`src/rtl/vend_disp_pkg.sv`:
```
// Shared types, glyphs and helpers for the vending machine front-panel display.
//   SEG_BLANK / SEG_DASH : glyph constants, bit order {A,B,C,D,E,F,G}
//   seg7_dec             : BCD digit -> glyph, non-decimal codes show a dash
//   pow10                : 10**n, used to size the overflow threshold
//   conv_state_t         : binary-to-BCD converter states
package vend_disp_pkg;

    localparam logic [6:0] SEG_BLANK = 7'b0000000;
    localparam logic [6:0] SEG_DASH  = 7'b0000001;

    typedef enum logic [1:0] {
        IDLE   = 2'd0,
        CONV   = 2'd1,
        COMMIT = 2'd2
    } conv_state_t;

    // Panel glyph set; 7 is drawn with the F segment hook.
    function automatic logic [6:0] seg7_dec(input logic [3:0] d);
        logic [6:0] g;
        case (d)
            4'd0:    g = 7'b1111110;
            4'd1:    g = 7'b0110000;
            4'd2:    g = 7'b1101101;
            4'd3:    g = 7'b1111001;
            4'd4:    g = 7'b0110011;
            4'd5:    g = 7'b1011011;
            4'd6:    g = 7'b1011111;
            4'd7:    g = 7'b1110010;
            4'd8:    g = 7'b1111111;
            4'd9:    g = 7'b1111011;
            default: g = SEG_DASH;
        endcase
        return g;
    endfunction

    function automatic longint unsigned pow10(input int unsigned n);
        longint unsigned p;
        p = 64'd1;
        for (int unsigned i = 0; i < n; i++) begin
            p = p * 64'd10;
        end
        return p;
    endfunction

endpackage

```
`src/rtl/seg7_scan_display_bin2bcd.sv`:
```
// Sequential binary-to-BCD converter (double-dabble, one shift per cycle).
//   FPGA_CLK, FPGA_RSTB : clock, async active-low reset
//   value_in/value_load : value and 1-cycle capture strobe
//   digits              : committed BCD digits, digit 0 in bits [3:0]
//   busy                : conversion running or pending
//   overflow            : committed value did not fit in NUM_DIGITS digits
module bin2bcd_seq
    import vend_disp_pkg::*;
#(
    parameter int unsigned VAL_W      = 20,
    parameter int unsigned NUM_DIGITS = 6
) (
    input  logic                    FPGA_CLK,
    input  logic                    FPGA_RSTB,
    input  logic [VAL_W-1:0]        value_in,
    input  logic                    value_load,
    output logic [4*NUM_DIGITS-1:0] digits,
    output logic                    busy,
    output logic                    overflow
);

    localparam int unsigned BCD_W = 4 * NUM_DIGITS;
    localparam int unsigned SCR_W = BCD_W + VAL_W;
    localparam int unsigned CNT_W = (VAL_W < 2) ? 1 : $clog2(VAL_W + 1);
    localparam longint unsigned OVF_LIMIT = pow10(NUM_DIGITS);

    conv_state_t       state;
    logic [SCR_W-1:0]  scratch;
    logic [CNT_W-1:0]  shift_cnt;
    logic              ovf_cap;
    logic              pend;
    logic [VAL_W-1:0]  pend_val;

    logic [SCR_W-1:0]  scratch_adj_c;
    logic [SCR_W-1:0]  scratch_shift_c;
    logic [VAL_W-1:0]  start_val_c;
    logic              start_ovf_c;

    // Add-3 correction on every BCD nibble, then one left shift.
    always_comb begin
        scratch_adj_c = scratch;
        for (int i = 0; i < int'(NUM_DIGITS); i++) begin
            if (scratch[VAL_W + 4*i +: 4] >= 4'd5) begin
                scratch_adj_c[VAL_W + 4*i +: 4] = scratch[VAL_W + 4*i +: 4] + 4'd3;
            end
        end
        scratch_shift_c = {scratch_adj_c[SCR_W-2:0], 1'b0};
    end

    // A restart from COMMIT takes a same-cycle load over the pending value.
    always_comb begin
        start_val_c = value_in;
        if (state == COMMIT && !value_load) begin
            start_val_c = pend_val;
        end
        start_ovf_c = 64'(start_val_c) >= OVF_LIMIT;
    end

    // Converter FSM: IDLE -> CONV (VAL_W shifts) -> COMMIT -> IDLE or CONV.
    always_ff @(posedge FPGA_CLK or negedge FPGA_RSTB) begin
        if (!FPGA_RSTB) begin
            state     <= IDLE;
            scratch   <= '0;
            shift_cnt <= '0;
            ovf_cap   <= 1'b0;
            pend      <= 1'b0;
            pend_val  <= '0;
            digits    <= '0;
            busy      <= 1'b0;
            overflow  <= 1'b0;
        end else begin
            case (state)
                IDLE: begin
                    if (value_load) begin
                        scratch   <= {BCD_W'(0), start_val_c};
                        shift_cnt <= '0;
                        ovf_cap   <= start_ovf_c;
                        busy      <= 1'b1;
                        state     <= CONV;
                    end
                end
                CONV: begin
                    scratch   <= scratch_shift_c;
                    shift_cnt <= shift_cnt + CNT_W'(1);
                    if (shift_cnt == CNT_W'(VAL_W - 1)) begin
                        state <= COMMIT;
                    end
                    if (value_load) begin
                        pend_val <= value_in;
                        pend     <= 1'b1;
                    end
                end
                COMMIT: begin
                    // A superseded result is dropped rather than shown briefly.
                    if (value_load || pend) begin
                        scratch   <= {BCD_W'(0), start_val_c};
                        shift_cnt <= '0;
                        ovf_cap   <= start_ovf_c;
                        pend      <= 1'b0;
                        state     <= CONV;
                    end else begin
                        digits   <= scratch[SCR_W-1 -: BCD_W];
                        overflow <= ovf_cap;
                        busy     <= 1'b0;
                        state    <= IDLE;
                    end
                end
                default: begin
                    state <= IDLE;
                    busy  <= 1'b0;
                end
            endcase
        end
    end

endmodule

```
`src/rtl/seg7_scan_display.sv`:
```
// Multiplexed N-digit 7-segment driver with sequential decimal conversion.
//   FPGA_CLK, FPGA_RSTB : clock, async active-low reset
//   value_in/value_load : binary value and capture strobe
//   blank_lz            : blank leading zeros (digit 0 always lit)
//   dp_mask             : decimal point per digit, bit0 = rightmost
//   DIGIT               : active-high digit enables, one-hot or zero
//   SEG, SEG_DP         : segments {A..G} and decimal point of the active digit
//   busy, overflow      : converter status
module seg7_scan_display
    import vend_disp_pkg::*;
#(
    parameter int unsigned NUM_DIGITS = 6,
    parameter int unsigned VAL_W      = 20,
    parameter int unsigned SCAN_DIV   = 50000,
    parameter int unsigned GHOST_CYC  = 64,
    parameter bit          SEG_INV    = 1'b0
) (
    input  logic                  FPGA_CLK,
    input  logic                  FPGA_RSTB,
    input  logic [VAL_W-1:0]      value_in,
    input  logic                  value_load,
    input  logic                  blank_lz,
    input  logic [NUM_DIGITS-1:0] dp_mask,
    output logic [NUM_DIGITS-1:0] DIGIT,
    output logic [6:0]            SEG,
    output logic                  SEG_DP,
    output logic                  busy,
    output logic                  overflow
);

    localparam int unsigned SLOT_W = (SCAN_DIV < 2) ? 1 : $clog2(SCAN_DIV);
    localparam int unsigned IDX_W  = (NUM_DIGITS < 2) ? 1 : $clog2(NUM_DIGITS);

    logic [4*NUM_DIGITS-1:0] digits;
    logic [SLOT_W-1:0]       slot_cnt;
    logic [IDX_W-1:0]        scan_idx;

    logic [SLOT_W-1:0]       slot_nxt_c;
    logic [IDX_W-1:0]        idx_nxt_c;
    logic [NUM_DIGITS-1:0]   lit_c;
    logic [3:0]              sel_nib_c;
    logic                    sel_lit_c;
    logic                    sel_dp_c;
    logic [6:0]              glyph_c;

    bin2bcd_seq #(
        .VAL_W      (VAL_W),
        .NUM_DIGITS (NUM_DIGITS)
    ) u_bin2bcd (
        .FPGA_CLK   (FPGA_CLK),
        .FPGA_RSTB  (FPGA_RSTB),
        .value_in   (value_in),
        .value_load (value_load),
        .digits     (digits),
        .busy       (busy),
        .overflow   (overflow)
    );

    // Next slot counter / scan index.
    always_comb begin
        slot_nxt_c = slot_cnt + SLOT_W'(1);
        idx_nxt_c  = scan_idx;
        if (slot_cnt == SLOT_W'(SCAN_DIV - 1)) begin
            slot_nxt_c = '0;
            if (scan_idx == IDX_W'(NUM_DIGITS - 1)) begin
                idx_nxt_c = '0;
            end else begin
                idx_nxt_c = scan_idx + IDX_W'(1);
            end
        end
    end

    // A digit is lit once any digit at or above it is non-zero.
    always_comb begin
        logic nz;
        nz    = 1'b0;
        lit_c = '0;
        for (int i = int'(NUM_DIGITS) - 1; i >= 0; i--) begin
            nz       = nz | (digits[4*i +: 4] != 4'd0);
            lit_c[i] = nz | (i == 0) | ~blank_lz;
        end
    end

    // Glyph for the digit whose slot is about to start.
    always_comb begin
        sel_nib_c = 4'd0;
        sel_lit_c = 1'b0;
        sel_dp_c  = 1'b0;
        for (int i = 0; i < int'(NUM_DIGITS); i++) begin
            if (idx_nxt_c == IDX_W'(i)) begin
                sel_nib_c = digits[4*i +: 4];
                sel_lit_c = lit_c[i];
                sel_dp_c  = dp_mask[i];
            end
        end
        if (overflow) begin
            glyph_c = SEG_DASH;
        end else if (!sel_lit_c) begin
            glyph_c = SEG_BLANK;
        end else begin
            glyph_c = seg7_dec(sel_nib_c);
        end
    end

    // Scan counters and output registers; segments only load at slot start.
    always_ff @(posedge FPGA_CLK or negedge FPGA_RSTB) begin
        if (!FPGA_RSTB) begin
            slot_cnt <= '0;
            scan_idx <= '0;
            DIGIT    <= '0;
            SEG      <= {7{SEG_INV}};
            SEG_DP   <= SEG_INV;
        end else begin
            slot_cnt <= slot_nxt_c;
            scan_idx <= idx_nxt_c;
            if (32'(slot_nxt_c) < GHOST_CYC) begin
                DIGIT <= '0;
            end else begin
                DIGIT <= NUM_DIGITS'(1) << idx_nxt_c;
            end
            if (slot_nxt_c == '0) begin
                SEG    <= glyph_c ^ {7{SEG_INV}};
                SEG_DP <= sel_dp_c ^ SEG_INV;
            end
        end
    end

endmodule

```
`config.mk`:
```
export PLATFORM = sky130hd
export DESIGN_NAME = seg7_scan_display
export DESIGN_NICKNAME = d
export VERILOG_FILES = /design/src/rtl/vend_disp_pkg.sv /design/src/rtl/seg7_scan_display_bin2bcd.sv /design/src/rtl/seg7_scan_display.sv
export SDC_FILE = /design/constraint.sdc
export NUM_CORES = 1
export LEC_CHECK = 0
export CORE_ASPECT_RATIO = 1.75
export CORE_MARGIN = 4
export CORE_UTILIZATION = 45
export DETAILED_ROUTE_END_ITERATION = 7
export HOLD_SLACK_MARGIN = 0.15
export PLACE_DENSITY_LB_ADDON = 0.25
export SYNTH_ARGS = -nofsm -noshare
export SYNTH_HDL_FRONTEND = slang
export SYNTH_SLANG_ARGS = --single-unit
```
`constraint.sdc`:
```
create_clock -name FPGA_CLK -period 2.9 [get_ports FPGA_CLK]
set_input_delay 0.725 -clock FPGA_CLK [delete_from_list [all_inputs] [get_ports FPGA_CLK]]
set_output_delay 0.725 -clock FPGA_CLK [all_outputs]
set_load 0.005 [all_outputs]
```
==> results of run 1 <==
## routing by layer
| metal | routed length (um) | vias up | track usage |
|---|---|---|---|
| met3 | 415 | 38 | 0.0353 |
| met4 | 587 | 0 | 0.0876 |
| met2 | 9890 | 103 | 0.390 |
| met5 | 0 | - | 0 |
| met1 | 6720 | 2928 | 0.210 |
| li1 | - | 2806 | - |
## registers in the layout (all words and copies together), names as in the netlist
signal	count
u_bin2bcd.ovf_cap	1
u_bin2bcd.pend	1
DIGIT	6
u_bin2bcd.shift_cnt	5
u_bin2bcd.digits	24
u_bin2bcd.pend_val	20
SEG	7
SEG_DP	1
scan_idx	3
u_bin2bcd.overflow	1
slot_cnt	16
u_bin2bcd.state	2
u_bin2bcd.busy	1
u_bin2bcd.scratch	44
## timing repair
action                     CTS  global route
gates resized for setup     10            17
setup buffers                7             2
hold endpoints to repair     0             0
setup endpoints to repair    8             8
pin swaps                    4             9
hold buffers                 0             0
## synth_stat cells, types with 16 or more instances
cell / number
nand2_1: 38
a22oi_1: 20
mux2i_1: 27
a21oi_1: 28
nor2_1: 38
clkbuf_1: 31
ha_1: 16
xor2_1: 16
dfrtp_1: 132
o21ai_0: 54
nand3_1: 45
mux2_2: 45
inv_1: 23
## critical path: stages (launching register included)
cell      delay, ns
dfrtp_1        0.43
or4_4          0.54
or4_4          0.57
mux2_4         0.33
a21oi_2        0.17
o22ai_2        0.16
buf_4          0.17
a211o_1        0.31
o211ai_2       0.07
a22o_1         0.15
## cells by family (layout without fill, tap and decap cells)
family,count (synthesis),in the layout,synth area share
DFF,132,132,0.457
AOI/OAI and AO/OA,184,184,0.176
and+or+nand+nor,202,202,0.152
muxes,74,74,0.113
xor gates and xnor gates,29,29,0.0351
adders and majority gates,17,17,0.0291
buffers and inverters,66,176,0.0381
## per-stage QoR
stage          setup WS [ns]  cell area, um^2  hold slack [ns]  std cells
2_1_floorplan        0.00530             7240            0.429        704
3_3_place_gp          -0.211             8290            0.486        963
3_5_place_dp          -0.293             8290            0.489        963
4_1_cts              -0.0405             8970            0.337       1001
5_1_grt               -0.161             9080            0.350       1003
6_report             -0.0595             9080            0.336       1003
## area by class of cell
type | instances | share of cell area
inverter | 23 | 0.00951
timing repair buffer | 122 | 0.117
multi-input combinational | 506 | 0.419
clock buffer | 19 | 0.0499
tap | 189 | 0.0260
clock inverter | 12 | 0.0143
sequential | 132 | 0.364
## where the power goes
part           leakage [nW]  internal (mW)  switching, mW
Clock                 0.273           1.30          0.788
Sequential             1.70           2.27          0.357
Combinational          1.87          0.664          0.770
Total                  3.84           4.24           1.91
## worst paths after layout
check	slack, ns	to
hold reg to reg	0.50	SEG[6]
min in group FPGA_CLK	0.50	SEG[6]
hold / removal	0.34	u_bin2bcd.scratch[0]
setup / recovery	-0.06	SEG[2]
max in group asynchronous	1.77	u_bin2bcd.digits[23]
setup reg to reg	-0.06	SEG[2]
==> results.json, run 1 <==
{
  "outcome": "finished with violations",
  "violations": "negative setup slack",
  "worst_pin_slew_ns": 1.17,
  "coreArea_um2": 15800,
  "h-tree-depth": 4,
  "synth_cells": 704,
  "row_count": 61,
  "post-route-worst-setup-slack_ns": -0.0595,
  "routabilityCongestion": 0.877,
  "antenna_found_initial": 0,
  "cap_violations": 0,
  "syn-num-nets": 750,
  "viasPerCell": 5.86,
  "dieHeight_um": 176,
  "setup_tns_ns": -0.114,
  "yosysSeqAreaShare": 0.457,
  "slew_viol_final": 0,
  "seqCellArea_um2": 3300,
  "cts_root_buf": "clkbuf_16",
  "clock_sinks": 132,
  "yosys.area.top_type": "dfrtp_1",
  "die_area_um2": 18200,
  "critPathCaptureType": "flip-flop",
  "clock_latency_ns": 0.40,
  "drt_first_pass_iters": 4,
  "relSlewSlack": 0.219,
  "p_per_area_nw_per_um2": 678,
  "fin_nets": 848,
  "pin_count": 46,
  "fmax_mhz": 338,
  "synthTopCellsByArea": "dfrtp_1, mux2_2, mux2i_1",
  "async_flop_share": 1.00,
  "critPathLaunchType": "flip-flop",
  "routed_wl_mm": 17.6,
  "clock_skew_ns": 0.0104,
  "setup_violations": 4,
  "wl_per_cell_um": 17.6,
  "die_w_um": 104,
  "cts_buffers": 17,
  "worstSetupPathType": "flip-flop to flip-flop",
  "io_buffer_count": 45,
  "area_delta_synth_final_pct": 25.6,
  "layout_min_cycle_time_ns": 2.96,
  "dpl.hpwl_mm": 13.0,
  "grt_max_degree": 49,
  "final_cell_mix": "dfrtp_1, buf_4, o21ai_0",
  "final_antenna_net_count": 0,
  "num_vias": 5875,
  "yosysWarnings": 0,
  "rsz0062_at_grt": "yes",
  "initial_core_util": 0.458,
  "ir_drop_mv": 0.472,
  "clk_path_buf_depth": 2,
  "synth_top_area_frac": 0.457,
  "path_clk_slew_ns": 0.06,
  "ys.flop_type": "dfrtp_1",
  "grt_overflow": 0,
  "drive_gt1_frac": 0.243,
  "required_ns": 3.24,
  "cts_tree": "yes",
  "timing.rr.start": "slot_cnt[7]",
  "drc": 0,
  "antenna_cells": 0,
  "synth_edf_count": 0,
  "critPathArrivalTime_ns": 3.30,
  "finalHoldViolations": 0,
  "track_usage": 0.201,
  "final_common_cell": "dfrtp_1",
  "syn_area_per_cell_um2": 10.3,
  "fin_util": 0.575,
  "min_path_type": "primary input to asynchronous set/reset pin",
  "yosys.cell_types.count": 72,
  "leakage_nw": 3.84,
  "multi_input_area_um2": 3810,
  "fin_total_pwr_mw": 6.15,
  "grt_pass1_vias": 6253,
  "nFillCells": 1349,
  "path_max_fanout": 4,
  "reg2reg_depth": 9,
  "ys_seq_elements": 132,
  "grt_pass1_wl_mm": 30.0,
  "drt-initial-drc-count": 287,
  "startpoint": "slot_cnt[7]",
  "syn-cell-area_um2": 7230,
  "fin_crit_sh": 1.02
}
Power figures use the tool's default switching activity.
==> inputs of run 2 (changes only) <==
--- a/config.mk
+++ b/config.mk
@@ -8,6 +8,7 @@
 export CORE_ASPECT_RATIO = 1.75
 export CORE_MARGIN = 4
 export CORE_UTILIZATION = 45
+export CTS_CLUSTER_SIZE = 20
 export DETAILED_ROUTE_END_ITERATION = 7
 export HOLD_SLACK_MARGIN = 0.15
 export PLACE_DENSITY_LB_ADDON = 0.25
==> results of run 2 <==
No change in the layout: final DEF, timing and power equal those of run 1.
==> inputs of run 3 (changes only) <==
--- a/config.mk
+++ b/config.mk
@@ -5,9 +5,11 @@
 export SDC_FILE = /design/constraint.sdc
 export NUM_CORES = 1
 export LEC_CHECK = 0
+export CELL_PAD_IN_SITES_DETAIL_PLACEMENT = 1
+export CELL_PAD_IN_SITES_GLOBAL_PLACEMENT = 1
 export CORE_ASPECT_RATIO = 1.75
 export CORE_MARGIN = 4
-export CORE_UTILIZATION = 45
+export CORE_UTILIZATION = 43
 export CTS_CLUSTER_SIZE = 20
 export DETAILED_ROUTE_END_ITERATION = 7
 export HOLD_SLACK_MARGIN = 0.15
==> run 3 against run 2 <==
The flow still finishes with violations (negative setup slack). Hold slack lost 0.084 ns. Largest power group unchanged. Register-to-register slack worse by 0.12 ns. Critical path depth rose by 1. Sequential share of layout area fell by 0.61 points. Power is 0.36% lower. Clock power shrank 3%. Count of clock-buffer cells in the layout stayed put. Highest routed layer unchanged. Utilization shrank 1.3 points. Non-clock buffer count grew 9. Sequential power about the same. Worst setup slack worse by 0.12 ns.
==> results.json, run 3 (same netlist as run 1, synthesis figures left out) <==
{
  "outcome": "finished with violations",
  "violations": "negative setup slack",
  "placed_area_um2": 8380,
  "leakage_nw": 3.90,
  "setup_tns_ns": -0.902,
  "critPathArrivalTime_ns": 3.38,
  "endpoint": "SEG[6]",
  "worstSetupPathType": "flip-flop to flip-flop",
  "cts_root_buf": "clkbuf_16",
  "track_usage": 0.224,
  "cts_tree": "yes",
  "final_common_cell": "dfrtp_1",
  "cts_buffers": 17,
  "startpoint": "slot_cnt[7]",
  "crit_chain": "buf_4, or4_4, or4_4, buf_6, mux2i_4, a32oi_2, a311o_1, nor2_1, nand2_1, a32o_1",
  "initial_core_util": 0.440,
  "wl_per_cell_um": 20.0,
  "drc": 0,
  "min_path_type": "primary input to asynchronous set/reset pin",
  "r2r-end": "SEG[6]",
  "antenna_found_initial": 0,
  "h-tree-depth": 4,
  "fin_nets": 857,
  "drive_gt1_frac": 0.250,
  "setup_violations": 7,
  "path_clk_slew_ns": 0.06,
  "grt_max_degree": 57,
  "slew_viol_final": 0,
  "num_vias": 6165,
  "clock_skew_ns": 0.00996,
  "finalHoldViolations": 0,
  "rsz0062_at_grt": "yes",
  "critPathLaunchType": "flip-flop",
  "required_ns": 3.20,
  "fin_crit_sh": 1.06,
  "timing.rr.start": "slot_cnt[7]",
  "clock_sinks": 132,
  "io_buffer_count": 45,
  "crit_buf_inv": 2,
  "dieHeight_um": 180,
  "p_per_area_nw_per_um2": 664,
  "die_area_um2": 19000,
  "reg2reg_depth": 10,
  "row_count": 62,
  "top_register": "u_bin2bcd.scratch",
  "fin_area_um2": 9230,
  "path_max_fanout": 4,
  "routed_wl_mm": 20.9,
  "clk_path_buf_depth": 2,
  "critical_path.slowest_cell": "or4_4",
  "worst_pin_slew_ns": 1.21,
  "drt-initial-drc-count": 244,
  "area_delta_synth_final_pct": 27.7,
  "ir_drop_mv": 0.485,
  "cap_violations": 0,
  "relSlewSlack": 0.192,
  "cp.depth": 10,
  "viasPerCell": 5.89,
  "grt_overflow": 0,
  "routabilityCongestion": 0.859,
  "dpl.hpwl_mm": 14.8,
  "layout_min_cycle_time_ns": 3.08,
  "post-route-worst-setup-slack_ns": -0.178,
  "max_stage_delay_ns": 0.55,
  "pin_count": 46,
  "fmax_mhz": 325,
  "coreArea_um2": 16400,
  "crit_path_frequent_cell": "or4_4",
  "die_w_um": 106,
  "nFillCells": 1805,
  "largest_register_ff_count": 44,
  "final_antenna_net_count": 0,
  "clock_latency_ns": 0.42,
  "antenna_cells": 0,
  "critPathCaptureType": "flip-flop",
  "final_cell_mix": "dfrtp_1, buf_4, o21ai_0",
  "grt_pass1_vias": 6846,
  "grt_pass1_wl_mm": 34.4,
  "crit_family": "simple AND/OR/NAND/NOR gates",
  "drt_first_pass_iters": 4,
  "r2r_setup_slack_ns": -0.18,
  "biggestRegsByFlops": "u_bin2bcd.scratch x44, u_bin2bcd.digits x24, u_bin2bcd.pend_val x20"
}
[run 3: cell types whose count changed in the layout (fill, tap and decap cells not counted), sizes merged]
cell    before  now
bufbuf       0    1
buf         78   86
bufinv       2    1
clkinv       4    5
[run 3: power breakdown]
part	total, mW	leakage (nW)	internal [mW]	switching [mW]
registers	2.64	1.70	2.27	0.367
clock network	2.03	0.257	1.20	0.832
logic	1.47	1.94	0.664	0.804
total	6.13	3.90	4.13	2.00
[run 3: per-layer routing]
layer  wire length, um  global-route usage  part of all wire
met3               582              0.0431             0.028
met4               735              0.0980             0.035
met5                 0                   0                 0
met1              7560               0.226              0.36
met2             12000               0.436              0.58
[run 3: worst reg2reg max path, stage by stage (launching register included)]
cell and delay, ns:
dfrtp_1 0.39, buf_4 0.14, or4_4 0.53, or4_4 0.55
buf_6 0.16, mux2i_4 0.20, a32oi_2 0.13, a311o_1 0.37
nor2_1 0.13, nand2_1 0.10, a32o_1 0.27
[run 3: area by class of cell]
cell class,instances,area [um^2],area share
Multi-Input combinational cell,506,3840,0.416
Sequential cell,132,3300,0.358
Timing Repair Buffer,131,1170,0.126
Clock buffer,19,443,0.0480
Tap cell,224,280,0.0304
Clock inverter,12,109,0.0118
Inverter,23,86.3,0.00935
[run 3: how the worst min path moves through the flow]
stage,startpoint,to,cells after the start
CTS,FPGA_RSTB,slot_cnt[9],1
global placement,slot_cnt[1],slot_cnt[1],1
finish,FPGA_RSTB,slot_cnt[9],1
floorplan,FPGA_RSTB,DIGIT[0],0
detailed placement,u_bin2bcd.pend_val[2],u_bin2bcd.pend_val[2],1
global route,FPGA_RSTB,slot_cnt[9],1
[run 3: stage by stage]
stage	power [mW]	worst slack, ns	util	instances	hold slack, ns
2_1_floorplan	3.63	0.00530	-	704	0.429
3_3_place_gp	3.98	-0.154	0.509	1002	0.478
3_5_place_dp	4.14	-0.229	0.509	1002	0.494
4_1_cts	6.20	-0.132	0.558	1047	0.267
5_1_grt	6.56	-0.221	0.561	1047	0.277
6_report	6.13	-0.178	0.561	1047	0.251
[run 3: repair_timing]
item,CTS,global route
hold buffers,0,0
cloned,1,0
hold endpoints to repair,0,0
resized for setup,22,11
pin swaps,16,7
endpoints found under the setup margin,8,8
buffers inserted,13,1
